$ cat config.mk
export PLATFORM = sky130hd
export DESIGN_NAME = mem_port_arbiter
export DESIGN_NICKNAME = d
export VERILOG_FILES = /design/src/rtl/mem_arb_pkg.sv /design/src/rtl/rr_arb2.sv /design/src/rtl/mem_port_arbiter.sv
export SDC_FILE = /design/constraint.sdc
export NUM_CORES = 1
export LEC_CHECK = 0
export BUFFER_PORTS_ARGS = -buffer_cell sky130_fd_sc_hd__buf_2
export CAP_MARGIN = 20
export CORE_AREA = 5 5 555 557
export DETAILED_ROUTE_END_ITERATION = 10
export DIE_AREA = 0 0 560 562
export PLACE_DENSITY = 0.3
export SLEW_MARGIN = 30
export SYNTH_ARGS = -nofsm -noshare
export SYNTH_HDL_FRONTEND = slang
export SYNTH_SLANG_ARGS = --single-unit
$ cat constraint.sdc
create_clock -name clk -period 1.96 [get_ports clk]
set_input_delay 0.196 -clock clk [delete_from_list [all_inputs] [get_ports clk]]
set_output_delay 0.196 -clock clk [all_outputs]
set_load 0.05 [all_outputs]
$ cat src/rtl/mem_arb_pkg.sv
// Shared types and constants for the two-port SRAM arbiter.
// Latency: n/a (types only).
// Backpressure: n/a.
package mem_arb_pkg;

    localparam int NUM_REQ    = 2;
    localparam int PERF_CNT_W = 32;

    typedef logic [0:0] req_idx_t;

    typedef struct packed {
        logic     locked;
        req_idx_t idx;
    } lock_owner_t;

endpackage

$ cat src/rtl/rr_arb2.sv
// Two-way round-robin grant with a burst lock that pins the grant to its owner.
// Latency: grant is combinational from req_valid in the same cycle.
// Backpressure: while locked, only the owner can be granted and the other requester waits.
module rr_arb2
    import mem_arb_pkg::*;
(
    input  logic               clk,
    input  logic               rst_n,
    input  logic [NUM_REQ-1:0] req_valid,
    input  logic [NUM_REQ-1:0] req_lock,
    output logic [NUM_REQ-1:0] grant,
    output req_idx_t           grant_idx
);

    req_idx_t    rr_last;
    lock_owner_t owner;

    // Pick the winner: lock owner first, then the sole valid requester, then the one not served last
    always_comb begin
        grant = '0;
        if (owner.locked) begin
            if (req_valid[owner.idx]) begin
                grant[owner.idx] = 1'b1;
            end
        end else begin
            case (req_valid)
                2'b01:   grant = 2'b01;
                2'b10:   grant = 2'b10;
                2'b11:   grant[~rr_last] = 1'b1;
                default: grant = '0;
            endcase
        end
        grant_idx = grant[1];
    end

    // Remember who was served and whether that beat asked to keep the port; bubbles keep the lock
    always_ff @(posedge clk or negedge rst_n) begin
        if (!rst_n) begin
            rr_last <= 1'b1;
            owner   <= '0;
        end else if (|grant) begin
            rr_last <= grant_idx;
            owner   <= '{locked: req_lock[grant_idx], idx: grant_idx};
        end
    end

endmodule

$ cat src/rtl/mem_port_arbiter.sv
// Shares one single-port SRAM between two valid/ready requesters; optional counters under MEM_ARB_PERF_EN.
// Latency: command reaches the SRAM in the grant cycle; read data returns one cycle later.
// Backpressure: losing requester sees req_ready=0; read responses cannot be stalled.
module mem_port_arbiter
    import mem_arb_pkg::*;
#(
    parameter int ADDR_WIDTH = 10,
    parameter int DATA_WIDTH = 256,
    parameter int STRB_WIDTH = DATA_WIDTH / 8
) (
    input  logic                          clk,
    input  logic                          rst_n,
    input  logic [NUM_REQ-1:0]            req_valid,
    output logic [NUM_REQ-1:0]            req_ready,
    input  logic [NUM_REQ-1:0]            req_we,
    input  logic [NUM_REQ-1:0]            req_lock,
    input  logic [NUM_REQ*ADDR_WIDTH-1:0] req_addr,
    input  logic [NUM_REQ*STRB_WIDTH-1:0] req_wmask,
    input  logic [NUM_REQ*DATA_WIDTH-1:0] req_wdata,
    output logic [NUM_REQ-1:0]            rsp_valid,
    output logic [DATA_WIDTH-1:0]         rsp_rdata,
    output logic                          mem_en,
    output logic                          mem_we,
    output logic [ADDR_WIDTH-1:0]         mem_addr,
    output logic [STRB_WIDTH-1:0]         mem_wmask,
    output logic [DATA_WIDTH-1:0]         mem_wdata,
    input  logic [DATA_WIDTH-1:0]         mem_rdata
`ifdef MEM_ARB_PERF_EN
    ,
    output logic [NUM_REQ*PERF_CNT_W-1:0] perf_grant_cnt,
    output logic [NUM_REQ*PERF_CNT_W-1:0] perf_stall_cnt
`endif
);

    logic [NUM_REQ-1:0] grant;
    logic [NUM_REQ-1:0] fire;
    logic [NUM_REQ-1:0] rsp_pend;
    req_idx_t           sel;

    rr_arb2 u_arb (
        .clk       (clk),
        .rst_n     (rst_n),
        .req_valid (req_valid),
        .req_lock  (req_lock),
        .grant     (grant),
        .grant_idx (sel)
    );

    assign req_ready = grant;
    assign fire      = req_valid & req_ready;

    // Steer the granted command onto the SRAM; with no grant sel is 0 so requester 0 drives addr/data
    always_comb begin
        mem_en    = |fire;
        mem_we    = mem_en & req_we[sel];
        mem_addr  = sel[0] ? req_addr[ADDR_WIDTH +: ADDR_WIDTH]  : req_addr[0 +: ADDR_WIDTH];
        mem_wmask = sel[0] ? req_wmask[STRB_WIDTH +: STRB_WIDTH] : req_wmask[0 +: STRB_WIDTH];
        mem_wdata = sel[0] ? req_wdata[DATA_WIDTH +: DATA_WIDTH] : req_wdata[0 +: DATA_WIDTH];
    end

    // Tag the requester whose read is in flight so the SRAM data is flagged back to it next cycle
    always_ff @(posedge clk or negedge rst_n) begin
        if (!rst_n) begin
            rsp_pend <= '0;
        end else begin
            rsp_pend <= fire & ~req_we;
        end
    end

    assign rsp_valid = rsp_pend;
    assign rsp_rdata = mem_rdata;

`ifdef MEM_ARB_PERF_EN
    for (genvar i = 0; i < NUM_REQ; i++) begin : g_perf
        logic [PERF_CNT_W-1:0] grant_cnt;
        logic [PERF_CNT_W-1:0] stall_cnt;

        // Saturating per-requester counts of accepted beats and of cycles spent waiting
        always_ff @(posedge clk or negedge rst_n) begin
            if (!rst_n) begin
                grant_cnt <= '0;
                stall_cnt <= '0;
            end else begin
                if (fire[i] && (grant_cnt != '1)) begin
                    grant_cnt <= grant_cnt + 1'b1;
                end
                if (req_valid[i] && !req_ready[i] && (stall_cnt != '1)) begin
                    stall_cnt <= stall_cnt + 1'b1;
                end
            end
        end

        assign perf_grant_cnt[i*PERF_CNT_W +: PERF_CNT_W] = grant_cnt;
        assign perf_stall_cnt[i*PERF_CNT_W +: PERF_CNT_W] = stall_cnt;
    end
`endif

endmodule

-- Word level (Yosys, flattened, before mapping)
Cells that the tools add are included.
W data, S select, Z words.
- input port bits: 860
- register bits after elaboration: 5
- output and inout bits: 560
- word-level logic and storage cells: 37
- equal/unequal tests: 3
- reductions and logical operators: 4
- magnitude comparators: 5
- muxes and demuxes: 16
- bitwise logic cells: 5
- operators by type and width (kind ; count):
    $mux W256 ; 1
    $mux W32 ; 1
    $mux W10 ; 1
    $mux W1 ; 8
    $lt A1 B2 Y1 const B ; 3
    $pmux W2 S3 ; 1
    $and A2 B2 Y2 ; 2
    $eq A2 B2 Y1 const B ; 2
    $mux W2 ; 2
    $reduce_or A2 Y1 ; 2
    $demux W1 S1 ; 2
    $eq A2 B1 Y1 const B ; 1
    $ge A1 B1 Y1 const B ; 2
    $logic_and A1 B1 Y1 ; 2
    $not A2 Y2 ; 1
    $and A1 B1 Y1 ; 1
    $not A1 Y1 ; 1

-- Logic depth before layout (Yosys ltp)
Gate-level depths: netlist of run 1.
- word-level depth: 10
- gate-level depth with buffers: 6
- mapped depth without buffers: 4

-- Hierarchy
From an unflattened synthesis of run 1, not the netlist that was laid out.
- cell total of the unflattened synthesis: 618
- area, all modules: 6625.1 sq um
- modules (own cells, without submodules) (module ; seq. area each (sq um) ; cells each ; instances ; area an instance (sq um)):
    mem_port_arbiter ; 50.0 ; 596 ; 1 ; 6419.9
    rr_arb2 ; 76.3 ; 22 ; 1 ; 205.2

-- Worst setup path before layout of run 1
Ideal clock, no wire load.
- path type: register to output
- start point: register u_arb.owner[1] (netlist bit)
- end point: output mem_we
- arrival time: 1598 ps
- path buffers: 0
- setup slack: 166 ps
- cell stages (with the launch flop): 5
- required time: 1764 ps
- cell sequence: dfrtp_1 -> a21boi_0 -> o21ai_0 -> inv_1 -> a22o_1
- longest elaborated chain between the ends: 4
- elaborated cells on any way between the ends: 6
- classes of those cells: mux (3); bitwise (2); reduce/logical (1)
- RTL lines (what ; RTL line ; RTL):
    start: declaration ; rr_arb2.sv:16 ; lock_owner_t owner;
    start signal: assignment ; rr_arb2.sv:43 ; owner <= '{locked: req_lock[grant_idx], idx: grant_idx};
    $mux W2 ; rr_arb2.sv:21 ; if (owner.locked) begin
    via req_ready[0] ; mem_port_arbiter.sv:14 ; output logic [NUM_REQ-1:0] req_ready,
    $and A2 B2 Y2 ; mem_port_arbiter.sv:50 ; assign fire = req_valid & req_ready;
    $reduce_or A2 Y1 ; mem_port_arbiter.sv:54 ; mem_en = |fire;
    $and A1 B1 Y1 ; mem_port_arbiter.sv:55 ; mem_we = mem_en & req_we[sel];
    end: declaration ; mem_port_arbiter.sv:23 ; output logic mem_we,
The timed path passes the listed nets, and every way through them passes these cells. The select of a mux whose other input is x is not followed.

-- Worst setup path in the final report of run 1
- start point: register u_arb.rr_last
- end point: output mem_wdata[101]
- longest elaborated chain between the ends: 8
- elaborated cells on any way between the ends: 9
- classes of those cells: order compare (2); mux (5); bitwise (1); reduce/logical (1)
- RTL lines (what ; RTL line ; RTL):
    start: declaration ; rr_arb2.sv:15 ; req_idx_t rr_last;
    start signal: assignment ; rr_arb2.sv:42 ; rr_last <= grant_idx;
    $not A1 Y1 (*) ; rr_arb2.sv:29 ; 2'b11: grant[~rr_last] = 1'b1;
    $lt A1 B2 Y1 (not written as such) / $ge A1 B1 Y1 (equally long branches) ; rr_arb2.sv:29 ;
    $logic_and A1 B1 Y1 (not written as such) ; rr_arb2.sv:29 ;
    $mux W1 (not written as such) ; rr_arb2.sv:29 ;
    $demux W1 S1 (*) ; n/a ;
    $pmux W2 S3 (*) ; rr_arb2.sv:26 ; case (req_valid)
    $mux W2 (*) ; rr_arb2.sv:21 ;
    $mux W256 (*) ; mem_port_arbiter.sv:58 ; mem_wdata = sel[0] ? req_wdata[DATA_WIDTH +: DATA_WIDTH] : req_wdata[0 +: DATA_WIDTH];
    end: declaration ; mem_port_arbiter.sv:26 ; output logic [DATA_WIDTH-1:0] mem_wdata,
Mark *: on every way between the ends. The rest lies on a longest branch, timed or not.

==> results of run 1 <==
==> final cells by class <==
class | instances | area (sq um)
Fill cell | 35400 | 282000
Timing Repair Buffer | 1008 | 9830
Tap cell | 3978 | 4980
Multi-Input combinational cell | 318 | 4570
Antenna cell | 75 | 188
Sequential cell | 5 | 126
Clock buffer | 4 | 78.8
Inverter | 4 | 15.0
==> path summary, 6_finish.rpt <==
path	from	endpoint	slack (ns)
setup / recovery	u_arb.rr_last	mem_wdata[101]	-0.46
hold / removal	req_we[0]	rsp_valid[0]	0.23
setup reg to reg	u_arb.owner[1]	u_arb.owner[1]	0
hold reg to reg	u_arb.owner[0]	u_arb.owner[0]	0.57
max in group asynchronous	rst_n	u_arb.rr_last	1.24
min in group asynchronous	rst_n	rsp_valid[0]	0.48
==> registers in the layout, summed over array words and instances (netlist names) <==
register,flops
u_arb.owner,2
u_arb.rr_last,1
rsp_valid,2
==> cells by family after synthesis <==
group | count (synthesis) | synth area share, %
flip-flops | 5 | 1.83
AO/OA/AOI/OAI | 8 | 0.777
buffers and inverters | 294 | 33.3
multiplexers | 298 | 63.1
AND/OR/NAND/NOR | 12 | 0.994
==> repair_timing <==
item	in CTS	in global routing
hold buffers	1	0
resized for setup	162	553
buffers inserted	7	36
pin swaps	0	2
endpoints found under the hold margin	4	0
endpoints found under the setup margin	301	301
gates cloned	3	19
==> worst max-delay path: cells and delay by family (launching register included) <==
family | cells | cell delay, ns
simple gates | 2 | 0.28
mux | 1 | 0.31
buf+inv | 5 | 0.82
flops | 1 | 0.52
==> metal layers <==
metal	track usage (%)	vias up
li1	-	3416
met1	14.6	3975
met2	15.6	1378
met3	9.40	296
met4	2.37	46
met5	0.497	-
==> per-stage QoR <==
| stage | power (uW) | hold slack (ns) |
|---|---|---|
| 2_1_floorplan | 11600 | -0.0996 |
| 3_3_place_gp | 20200 | 0.0583 |
| 3_5_place_dp | 20200 | 0.0591 |
| 4_1_cts | 21700 | 0.228 |
| 5_1_grt | 25400 | 0.233 |
| 6_report | 24100 | 0.233 |
==> power groups by stage <==
stage	clock network [uW]	registers, uW	logic (uW)
CTS	363	168	21200
global placement	0	173	20000
global route	376	175	24900
detailed placement	0	175	20000
finish	347	169	23600
floorplan	0	199	11400
==> placed cells by master (no fill, tap or decap), drive strengths merged <==
cell type | netlist | final
nand3 | 2 | 2
dfrtp | 4 | 4
a31oi | 1 | 1
a21boi | 1 | 1
nand2b | 3 | 3
nand3b | 1 | 1
inv | 4 | 4
nand2 | 2 | 2
clkbuf | 0 | 23
dfstp | 1 | 1
or3b | 1 | 1
diode | 0 | 75
o21ai | 2 | 2
buf | 290 | 988
o221a | 1 | 1
a22o | 1 | 1
mux2 | 298 | 298
a21oi | 2 | 2
nor2 | 3 | 3
dlygate4sd3 | 0 | 1
==> insert_results.sql, run 1 <==
INSERT INTO impl_metrics (metric_group, metric, value, unit) VALUES
('pwr', 'p_seq_share', '0.7', '%'),
('timing', 'max_slew.worst_pin.slew', '0.379', 'ns'),
('timing', 'hold_violations', '0', ''),
('cells_and_area', 'layout.nets', '2200', ''),
('run_status', 'failing_checks', 'negative setup slack', ''),
('floorplan', 'die_h', '562', 'um'),
('grt', 'number_of_global_route_vias_before_repair', '8904', ''),
('detailed_routing', 'route.antenna.remaining_nets', '0', ''),
('clock_tree', 'worst_setup_hold_path_clk_slew', '0.04', 'ns'),
('synthesis', 'synthesis.nets', '1477', ''),
('worst_setup_path', 'crit_path_cell_trace', 'nand3b_1 > nand3_4 > buf_12 > buf_12 > buf_16 > clkbuf_16 > mux2_4 > buf_6', ''),
('pwr', 'power_leakage', '0.00853', 'uW'),
('detailed_routing', 'detailroute.via_count', '9111', ''),
('detailed_routing', 'detailedRoute.firstIterationViolations', '543', ''),
('synthesis', 'async_set_or_reset_register_ratio_after_synthesis', '100', '%'),
('timing', 'worst_clock_skew', '0.00311', 'ns'),
('cells_and_area', 'areaGrowthSynthToFinish', '186', '%'),
('cells_and_area', 'design_area', '19800', 'sq um'),
('placement', 'buffers_added_on_ports', '907', ''),
('timing', 'report.final.setup_viol', '301', ''),
('grt', 'antenna_found_initial', '153', ''),
('worst_setup_path', 'cp_max_fo', '8', ''),
('clock_tree', 'max-clock-path-buffers', '2', ''),
('placement', 'numPlacedInstances', '5252', ''),
('detailed_routing', 'length_of_the_first_detailed_routing_pass_in_iterations', '5', ''),
('pwr', 'switchingPower', '13800', 'uW'),
('detailed_routing', 'highest_layer', 'met5', ''),
('worst_setup_path', 'critical-path-top-cell-by-count', 'buf_12', ''),
('synthesis', 'synth_top_flop_cell', 'dfrtp_1', ''),
('worst_setup_path', 'criticalPathCategory', 'register to primary output', ''),
('grt', 'grt_overflow_total', '0', ''),
('synthesis', 'synth-seq-cells', '5', ''),
('grt', 'grt_max_degree', '34', ''),
('timing', 'tns', '-108.26', 'ns'),
('synthesis', 'synthMostInstantiatedCell', 'mux2_4', ''),
('synthesis', 'syn_avg_cell_area', '11.2', 'sq um'),
('pwr', 'combinationalPowerShare', '97.9', '%'),
('timing', 'final_period_minus_worst_setup_slack', '2.42', 'ns'),
('hold_path', 'timing.hold.worst.class', 'input port to register', ''),
('synthesis', 'seq_area_frac_synth', '1.83', '%'),
('worst_setup_path', 'timing.reg2reg.worst_path_depth', '9', ''),
('run', 'max-cap-violations', '0', ''),
('detailed_routing', 'met2_length', '74.0', 'mm'),
('pwr', 'p_per_area', '1220', 'nW/um^2'),
('synthesis', 'yosysWarnings', '0', ''),
('timing', 'rsz0062_at_grt', 'yes', ''),
('synthesis', 'synth.top_cells.by_count', 'mux2_4, buf_4, buf_6, mux2_2, mux2_1', ''),
('grt', 'global_route.usage.total', '11.8', '%'),
('pwr', 'netSwitchingFraction', '57.1', '%'),
('worst_setup_path', 'element_type_at_the_critical_path_start', 'register', ''),
('detailed_routing', 'drc_errors', '0', ''),
('synthesis', 'synth_top_cells_by_area', 'mux2_4, buf_4, buf_6, mux2_2, dfrtp_1', ''),
('run_status', 'status', 'finished with violations', ''),
('worst_setup_path', 'crit_arrival', '2.23', 'ns'),
('synthesis', 'synth_area', '6920', 'sq um'),
('floorplan', 'coreArea', '302000', 'sq um'),
('cells_and_area', 'ratio_of_cells_with_drive_above_1_in_the_final_layout', '98.0', '%'),
('detailed_routing', 'met1_length', '82.9', 'mm'),
('detailed_routing', 'final_routed_wire_length_divided_by_cell_count', '37.0', 'um'),
('pwr', 'clock_power_share', '1.4', '%'),
('worst_setup_path', 'timing.critical_path.required', '1.76', 'ns'),
('clock_tree', 'clockRootBuffer', 'clkbuf_16', ''),
('timing', 'timing_max_transition_violations_final', '0', ''),
('timing', 'final.setup.worst_slack', '-0.465', 'ns'),
('cells_and_area', 'layout.core_utilization', '6.55', '%'),
('synthesis', 'synth_top_cell_area_share', '58.6', '%'),
('detailed_routing', 'wirelength', '199', 'mm'),
('floorplan', 'initial_utilization', '2.29', '%'),
('floorplan', 'die_w', '560', 'um'),
('clock_tree', 'cts.sink_count', '5', ''),
('synthesis', 'netlist-cell-type-count', '22', '');
Note: power is estimated with default switching activity, not from simulation.
==> run 2, diff against run 1 <==
Settings changed: ABC_AREA from default to 1, CORE_AREA 5 5 555 557 to 5 5 557 559, DIE_AREA 0 0 560 562 to 0 0 562 564.
==> run 2 against run 1 <==
The run still ends with negative setup slack left. Critical path depth up 3. Combinational power increased by 90%. Worst hold slack lost 0.049 ns. Total power increased by 88%. Via count grew 28%. Area after synthesis fell by 12%. Wire length rose by 6.8%. Non-clock buffer count is 51 higher. Clock power about the same. Flip-flop and latch count unchanged. Count of clock-buffer cells in the layout unchanged. Critical endpoint is now mem_wdata[93]. Largest power group unchanged.
==> insert_results.sql, run 2 <==
INSERT INTO impl_metrics (metric_group, metric, value, unit) VALUES
('floorplan', 'boundaryPins', '1420', ''),
('placement', 'buffers_added_on_ports', '907', ''),
('grt', 'antenna_found_initial', '143', ''),
('synthesis', 'synth-seq-cells', '5', ''),
('clock_tree', 'cts_buffers', '3', ''),
('placement', 'area_after_detailed_placement', '18600', 'sq um'),
('worst_setup_path', 'cp_max_fo', '8', ''),
('timing', 'report.final.setup_viol', '301', ''),
('detailed_routing', 'routed_via_density', '1.94', ''),
('synthesis', 'synth_top_flop_cell', 'dfrtp_1', ''),
('hold_path', 'timing.hold.worst.class', 'input port to register', ''),
('floorplan', 'fp.dieArea', '317000', 'sq um'),
('clock_tree', 'h-tree-depth', '1', ''),
('pwr', 'p_per_area', '2130', 'nW/um^2'),
('cells_and_area', 'areaGrowthSynthToFinish', '250', '%'),
('run', 'max-cap-violations', '0', ''),
('cells_and_area', 'layout.nets', '2855', ''),
('synthesis', 'synthMostInstantiatedCell', 'nand2_1', ''),
('grt', 'grt_util_met2', '18.7', '%'),
('grt', 'grt_overflow_total', '0', ''),
('timing', 'rsz0062_at_grt', 'yes', ''),
('clock_tree', 'max-clock-path-buffers', '2', ''),
('floorplan', 'die_h', '564', 'um'),
('synthesis', 'async_set_or_reset_register_ratio_after_synthesis', '100', '%'),
('cells_and_area', 'finish.cell_count_without_fillers', '6023', ''),
('grt', 'grt_busiest_layer', 'met2', ''),
('floorplan', 'fp-row-count', '203', ''),
('pwr', 'combinationalPowerShare', '98.8', '%'),
('grt', 'grt_util_met3', '11.9', '%'),
('floorplan', 'die_w', '562', 'um'),
('clock_tree', 'clockRootBuffer', 'clkbuf_16', ''),
('timing', 'final.setup.worst_slack', '-0.443', 'ns'),
('synthesis', 'synth_top_cell_area_share', '56.1', '%'),
('detailed_routing', 'route.antenna.remaining_nets', '0', ''),
('synthesis', 'synth_top_cells_by_area', 'nand2_1, buf_4, buf_6, dfrtp_1, buf_2', ''),
('detailed_routing', 'wirelength', '213', 'mm'),
('timing', 'fmax', '416', 'MHz'),
('grt', 'number_of_global_route_vias_before_repair', '11800', ''),
('clock_tree', 'worst_setup_hold_path_clk_slew', '0.04', 'ns'),
('floorplan', 'coreArea', '305000', 'sq um'),
('floorplan', 'initial_utilization', '2.00', '%'),
('synthesis', 'synth_top_family_by_area', 'simple AND/OR/NAND/NOR gates', ''),
('timing', 'relSlewSlack', '64.7', '%'),
('worst_setup_path', 'timing.critical_path.required', '1.76', 'ns'),
('worst_setup_path', 'kind_of_end_point_of_the_critical_path', 'primary output', ''),
('grt', 'grt_first_pass_wirelength', '235', 'mm'),
('synthesis', 'post_synth_and_or_nand_nor_area_fraction', '56.7', '%'),
('timing', 'fin_crit_sh', '123', '%'),
('cells_and_area', 'multi_input_area', '4630', 'sq um'),
('synthesis', 'synth_edf_count', '0', ''),
('run_status', 'failing_checks', 'negative setup slack', ''),
('clock_tree', 'cts_tree', 'built', ''),
('timing', 'holdWs', '0.184', 'ns'),
('synthesis', 'post_synth_fa_ha_maj_area_fraction', '0', '%'),
('detailed_routing', 'final_routed_wire_length_divided_by_cell_count', '35.3', 'um'),
('cells_and_area', 'seq_area', '126', 'sq um'),
('cells_and_area', 'n_fill_cell', '36000', ''),
('placement', 'numPlacedInstances', '5935', ''),
('run_status', 'status', 'finished with violations', ''),
('synthesis', 'yosysWarnings', '0', ''),
('timing', 'hold_violations', '0', ''),
('pwr', 'power_leakage', '0.00947', 'uW'),
('placement', 'preCtsSetupSlack', '-0.505', 'ns'),
('grt', 'grt_max_degree', '45', ''),
('detailed_routing', 'detailroute.via_count', '11700', ''),
('timing', 'max_slew.worst_pin.slew', '0.533', 'ns'),
('clock_tree', 'cts.sink_count', '5', ''),
('synthesis', 'syn_avg_cell_area', '4.85', 'sq um'),
('timing', 'timing_max_transition_violations_final', '0', ''),
('synthesis', 'synthesis.nets', '2114', ''),
('worst_setup_path', 'criticalPathCategory', 'register to primary output', ''),
('detailed_routing', 'drc_errors', '0', ''),
('synthesis', 'synth_area', '6080', 'sq um'),
('clock_tree', 'insertion_delay_to_the_later_sink_of_the_worst_skew_pair', '0.24', 'ns'),
('synthesis', 'synthMuxAreaShare', '0', '%'),
('synthesis', 'netlist-cell-type-count', '15', ''),
('synthesis', 'compound_cell_area_share_of_the_yosys_netlist', '0.247', '%'),
('timing', 'worst_clock_skew', '0.00441', 'ns'),
('synthesis', 'post-synth-top-area-cell', 'nand2_1', ''),
('pwr', 'internal_power', '17100', 'uW'),
('grt', 'global_route.usage.total', '12.6', '%'),
('cells_and_area', 'design_area', '21300', 'sq um'),
('detailed_routing', 'detailedRoute.firstIterationViolations', '544', ''),
('synthesis', 'seq_area_frac_synth', '2.08', '%'),
('synthesis', 'synth.top_cells.by_count', 'nand2_1, buf_4, buf_6, buf_2, inv_1', ''),
('grt', 'grt_use_met1', '13.1', '%'),
('cells_and_area', 'ratio_of_cells_with_drive_above_1_in_the_final_layout', '65.2', '%'),
('pwr', 'netSwitchingFraction', '62.4', '%'),
('detailed_routing', 'length_of_the_first_detailed_routing_pass_in_iterations', '5', ''),
('worst_setup_path', 'element_type_at_the_critical_path_start', 'register', ''),
('cells_and_area', 'layout_commonest_cell', 'nand2_1', ''),
('pwr', 'max_rail_drop_vdd', '733', 'uV'),
('synthesis', 'synthXorXnorAreaFrac', '0', '%'),
('synthesis', 'synth_cells', '1254', ''),
('worst_setup_path', 'crit_arrival', '2.21', 'ns'),
('cells_and_area', 'layout_common_cells', 'nand2_1, buf_2, buf_12', ''),
('timing', 'tns', '-88.36', 'ns'),
('pwr', 'p_seq_share', '0.4', '%'),
('pwr', 'clock_power_share', '0.8', '%'),
('pwr', 'switchingPower', '28300', 'uW'),
('timing', 'final_period_minus_worst_setup_slack', '2.40', 'ns'),
('placement', 'dpl_wire_length', '196', 'mm'),
('placement', 'gpl.final_weighted_congestion', '0.779', '');
==> run 2: cell types whose count changed after synthesis, moves of 2 or more <==
| cell | before | now |
|---|---|---|
| nand2_1 | 2 | 908 |
| mux2_1 | 6 | 0 |
| mux2_4 | 270 | 0 |
| nand3_1 | 1 | 3 |
| inv_1 | 4 | 6 |
| inv_2 | 0 | 2 |
| buf_6 | 31 | 23 |
| buf_2 | 2 | 18 |
| buf_4 | 257 | 280 |
| mux2_2 | 22 | 0 |
| nand2b_1 | 3 | 0 |
| clkbuf_1 | 0 | 2 |
==> run 2: layer usage <==
layer,wire length (um),up-vias
li1,-,4973
met1,76200,4877
met2,88400,1355
met3,42900,338
met4,4160,118
met5,1090,-
==> run 2: area by class of cell <==
| class | count | share of cell area [%] |
|---|---|---|
| Timing Repair Buffer | 1059 | 53.2 |
| Antenna cell | 32 | 0.376 |
| Multi-Input combinational cell | 918 | 21.8 |
| Sequential cell | 5 | 0.594 |
| Inverter | 8 | 0.218 |
| Tap cell | 3997 | 23.5 |
| Clock buffer | 4 | 0.370 |
==> run 2: power groups by stage <==
stage / clock [uW] / sequential (uW) / combinational, uW
after floorplan: 0 / 219 / 16800
after global placement: 0 / 180 / 40600
after detailed placement: 0 / 175 / 40400
after CTS: 359 / 176 / 44400
after global routing: 370 / 182 / 47000
final: 348 / 178 / 44900
==> run 2: worst max-delay path: stages (launching register included) <==
cell	delay, ns
dfstp_2	0.52
nand3_2	0.06
nand2_2	0.09
nand2_4	0.07
nand2_8	0.16
buf_16	0.14
buf_12	0.17
buf_4	0.17
clkbuf_16	0.17
nand2_1	0.11
nand2_2	0.11
buf_12	0.14
==> run 2: final timing paths <==
| check | startpoint | to | slack [ns] | cells after the start |
|---|---|---|---|---|
| min | req_we[0] | rsp_valid[0] | 0.18 | 2 |
| max | u_arb.rr_last | mem_wdata[93] | -0.44 | 11 |
| min in group asynchronous | rst_n | u_arb.owner[1] | 0.44 | 2 |
| min reg2reg | u_arb.rr_last | u_arb.rr_last | 0.52 | 2 |
| max in group asynchronous | rst_n | u_arb.rr_last | 1.29 | 2 |
| max reg2reg | u_arb.rr_last | u_arb.owner[1] | 0.33 | 8 |
==> run 2: logic make-up (layout without fill, tap and decap cells) <==
| logic type | after synthesis | count (layout) |
|---|---|---|
| flops | 5 | 5 |
| simple gates | 915 | 915 |
| compound gates | 3 | 3 |
| buf+inv | 331 | 1071 |
| other cells | 0 | 32 |
==> run 2: stage by stage <==
stage | util, % | power [uW]
2_1_floorplan | - | 17000
3_3_place_gp | 6.12 | 40700
3_5_place_dp | 6.12 | 40500
4_1_cts | 6.64 | 44900
5_1_grt | 6.98 | 47600
6_report | 6.99 | 45400
==> run 2: repair_timing <==
action | 4_1_cts | 5_1_grt
pin swaps | 30 | 34
setup endpoints to repair | 301 | 302
resized for setup | 251 | 223
gates cloned | 11 | 12
setup buffers | 23 | 11
hold endpoints to repair | 4 | 0
hold buffers | 1 | 0
==> run 3, diff against run 2 <==
==> constraint.sdc (replaced) <==
create_clock -name clk -period 2.67 [get_ports clk]
set_input_delay 0.1335 -clock clk [delete_from_list [all_inputs] [get_ports clk]]
set_output_delay 0.1335 -clock clk [all_outputs]
set_load 0.05 [all_outputs]
==> run 3 against run 2 <==
The run now ends clean. Die area unchanged. Critical endpoint is now mem_wmask[6]. Sequential share of layout area is 0.12 points higher. Clock skew hardly changed. Final cell count decreased by 1.7%. Register-to-register slack better by 0.70 ns. Global-route usage up 0.075 points. Largest power group unchanged. Worst hold slack worse by 0.081 ns. Count of clock-buffer cells in the layout is the same. Setup slack better by 0.70 ns.
==> insert_results.sql, run 3 (synthesis results as in run 2) <==
INSERT INTO impl_metrics (metric_group, metric, value, unit) VALUES
('run_status', 'status', 'finished clean', ''),
('worst_setup_path', 'critPathSlowestCell', 'dfstp_2', ''),
('worst_setup_path', 'kind_of_end_point_of_the_critical_path', 'primary output', ''),
('floorplan', 'fp-row-count', '203', ''),
('grt', 'grt_first_pass_wirelength', '234', 'mm'),
('timing', 'worst_clock_skew', '0.00405', 'ns'),
('detailed_routing', 'drc_errors', '0', ''),
('placement', 'numPlacedInstances', '5869', ''),
('timing', 'tns', '0', 'ns'),
('clock_tree', 'cts_buffers', '3', ''),
('detailed_routing', 'detailroute.via_count', '10900', ''),
('placement', 'buffers_added_on_ports', '907', ''),
('timing', 'fin_crit_sh', '90.4', '%'),
('floorplan', 'coreArea', '305000', 'sq um'),
('clock_tree', 'worst_setup_hold_path_clk_slew', '0.04', 'ns'),
('worst_setup_path', 'timing.critical_path.required', '2.54', 'ns'),
('floorplan', 'fp.dieArea', '317000', 'sq um'),
('worst_setup_path', 'cp_max_fo', '40', ''),
('worst_setup_path', 'criticalPathCategory', 'register to primary output', ''),
('floorplan', 'boundaryPins', '1420', ''),
('placement', 'gpl.final_weighted_congestion', '0.780', ''),
('cells_and_area', 'seq_area', '126', 'sq um'),
('timing', 'timing_max_transition_violations_final', '0', ''),
('timing', 'report.final.setup_viol', '0', ''),
('clock_tree', 'h-tree-depth', '1', ''),
('clock_tree', 'insertion_delay_to_the_later_sink_of_the_worst_skew_pair', '0.23', 'ns'),
('placement', 'preCtsSetupSlack', '0.423', 'ns'),
('grt', 'global_route.usage.total', '12.7', '%'),
('cells_and_area', 'layout_commonest_cell', 'nand2_1', ''),
('cells_and_area', 'ratio_of_cells_with_drive_above_1_in_the_final_layout', '50.6', '%'),
('grt', 'number_of_global_route_vias_before_repair', '10700', ''),
('timing', 'holdWs', '0.103', 'ns'),
('cells_and_area', 'multi_input_area', '3470', 'sq um'),
('worst_setup_path', 'crit_path_cell_trace', 'nand3_1 > nand2_1 > nand2_2 > nand2_8 > inv_8 > buf_12 > nand2_1 > nand2_1 > buf_12', ''),
('worst_setup_path', 'element_type_at_the_critical_path_start', 'register', ''),
('detailed_routing', 'route.antenna.remaining_nets', '0', ''),
('clock_tree', 'max-clock-path-buffers', '2', ''),
('pwr', 'max_rail_drop_vdd', '484', 'uV'),
('timing', 'hold_violations', '0', ''),
('clock_tree', 'cts_tree', 'built', ''),
('cells_and_area', 'n_fill_cell', '36300', ''),
('floorplan', 'die_w', '562', 'um'),
('timing', 'relSlewSlack', '62.3', '%'),
('grt', 'antenna_found_initial', '177', ''),
('floorplan', 'die_h', '564', 'um'),
('cells_and_area', 'layout_common_cells', 'nand2_1, buf_2, buf_12', ''),
('run', 'max-cap-violations', '0', ''),
('worst_setup_path', 'crit_path_max_incr_delay', '0.52', 'ns'),
('timing', 'max_slew.worst_pin.slew', '0.565', 'ns'),
('timing', 'rsz0062_at_grt', 'no', ''),
('detailed_routing', 'detailedRoute.firstIterationViolations', '481', ''),
('clock_tree', 'cts_post_setup_buffers_inserted', '0', ''),
('detailed_routing', 'final_routed_wire_length_divided_by_cell_count', '35.7', 'um'),
('pwr', 'p_per_area', '1540', 'nW/um^2'),
('detailed_routing', 'length_of_the_first_detailed_routing_pass_in_iterations', '5', ''),
('cells_and_area', 'finish.cell_count_without_fillers', '5918', ''),
('timing', 'final.setup.worst_slack', '0.256', 'ns'),
('detailed_routing', 'wirelength', '211', 'mm'),
('hold_path', 'timing.hold.worst.class', 'input port to register', ''),
('clock_tree', 'clockRootBuffer', 'clkbuf_16', ''),
('timing', 'fmax', '414', 'MHz'),
('grt', 'grt_max_degree', '86', ''),
('placement', 'dpl_wire_length', '204', 'mm'),
('cells_and_area', 'areaGrowthSynthToFinish', '190', '%'),
('detailed_routing', 'routed_via_density', '1.84', ''),
('grt', 'grt_overflow_total', '0', ''),
('worst_setup_path', 'crit_arrival', '2.28', 'ns'),
('cells_and_area', 'layout.core_utilization', '5.79', '%'),
('cells_and_area', 'layout.nets', '2738', ''),
('pwr', 'power_leakage', '0.00799', 'uW'),
('worst_setup_path', 'worstPathBufferInverterCount', '3', ''),
('clock_tree', 'cts.sink_count', '5', ''),
('worst_setup_path', 'critical-path-top-cell-by-count', 'nand2_1', ''),
('worst_setup_path', 'path_delay_family', 'simple AND/OR/NAND/NOR gates', ''),
('floorplan', 'initial_utilization', '2.00', '%'),
('timing', 'final_period_minus_worst_setup_slack', '2.41', 'ns');
-- run 3: changes by cell type in the layout (fill, tap and decap cells not counted), sizes merged --
| cell | previous run | this run |
|---|---|---|
| buf | 1039 | 941 |
| bufbuf | 4 | 0 |
| clkbuf | 19 | 4 |
| diode | 32 | 44 |
-- run 3: repair_timing --
item	4_1_cts	5_1_grt
hold buffers	1	0
gates resized for setup	0	0
hold endpoints to repair	5	0
-- run 3: worst reg2reg max path, cell delays in order, from the launching register on --
cell	delay, ns
dfstp_2	0.52
nand3_1	0.06
nand2_1	0.07
nand2_2	0.10
nand2_8	0.12
buf_4	0.47
o21ai_0	0.19
-- run 3: area by class of cell --
type                    count  area share (%)
diodes                     44           0.625
repair buffers            942            49.9
inverters                   8           0.213
flip-flops and latches      5           0.717
well taps                3997            28.4
clock buffers               4           0.447
multi-input cells         918            19.7
-- run 3: power by group --
group | total, uW | leakage, uW | switching (uW) | internal, uW
Combinational | 26800 | 0.00789 | 18200 | 8640
Clock | 259 | 0.0000384 | 60.3 | 199
Sequential | 130 | 0.0000593 | 17.6 | 112
-- run 3: metrics by stage --
stage | total power [uW] | instance area, sq um
after floorplan | 12500 | 6080
after global placement | 28300 | 17400
after detailed placement | 28200 | 17400
after CTS | 28600 | 17500
after global routing | 28800 | 17600
final | 27200 | 17600
-- run 3: final timing paths --
path                                startpoint              to  slack, ns  cells past startpoint
worst max-delay path             u_arb.rr_last    mem_wmask[6]       0.26                      9
worst min-delay path                 req_we[0]    rsp_valid[0]       0.10                      2
worst max register to register   u_arb.rr_last   u_arb.rr_last       1.03                      6
worst min register to register  u_arb.owner[0]  u_arb.owner[0]       0.52                      2
max in group asynchronous                rst_n   u_arb.rr_last       2.08                      2
min in group asynchronous                rst_n    rsp_valid[1]       0.33                      2
-- run 3: metal layers --
layer	vias to the layer above	global-route usage [%]	wire length (um)	share of wire [%]
met4	126	1.67	4670	2.2
met1	4286	12.7	73000	35
met3	370	13.5	48600	23
li1	4745	-	-	-
met5	-	0.372	910	0.43
met2	1337	18.4	84200	40
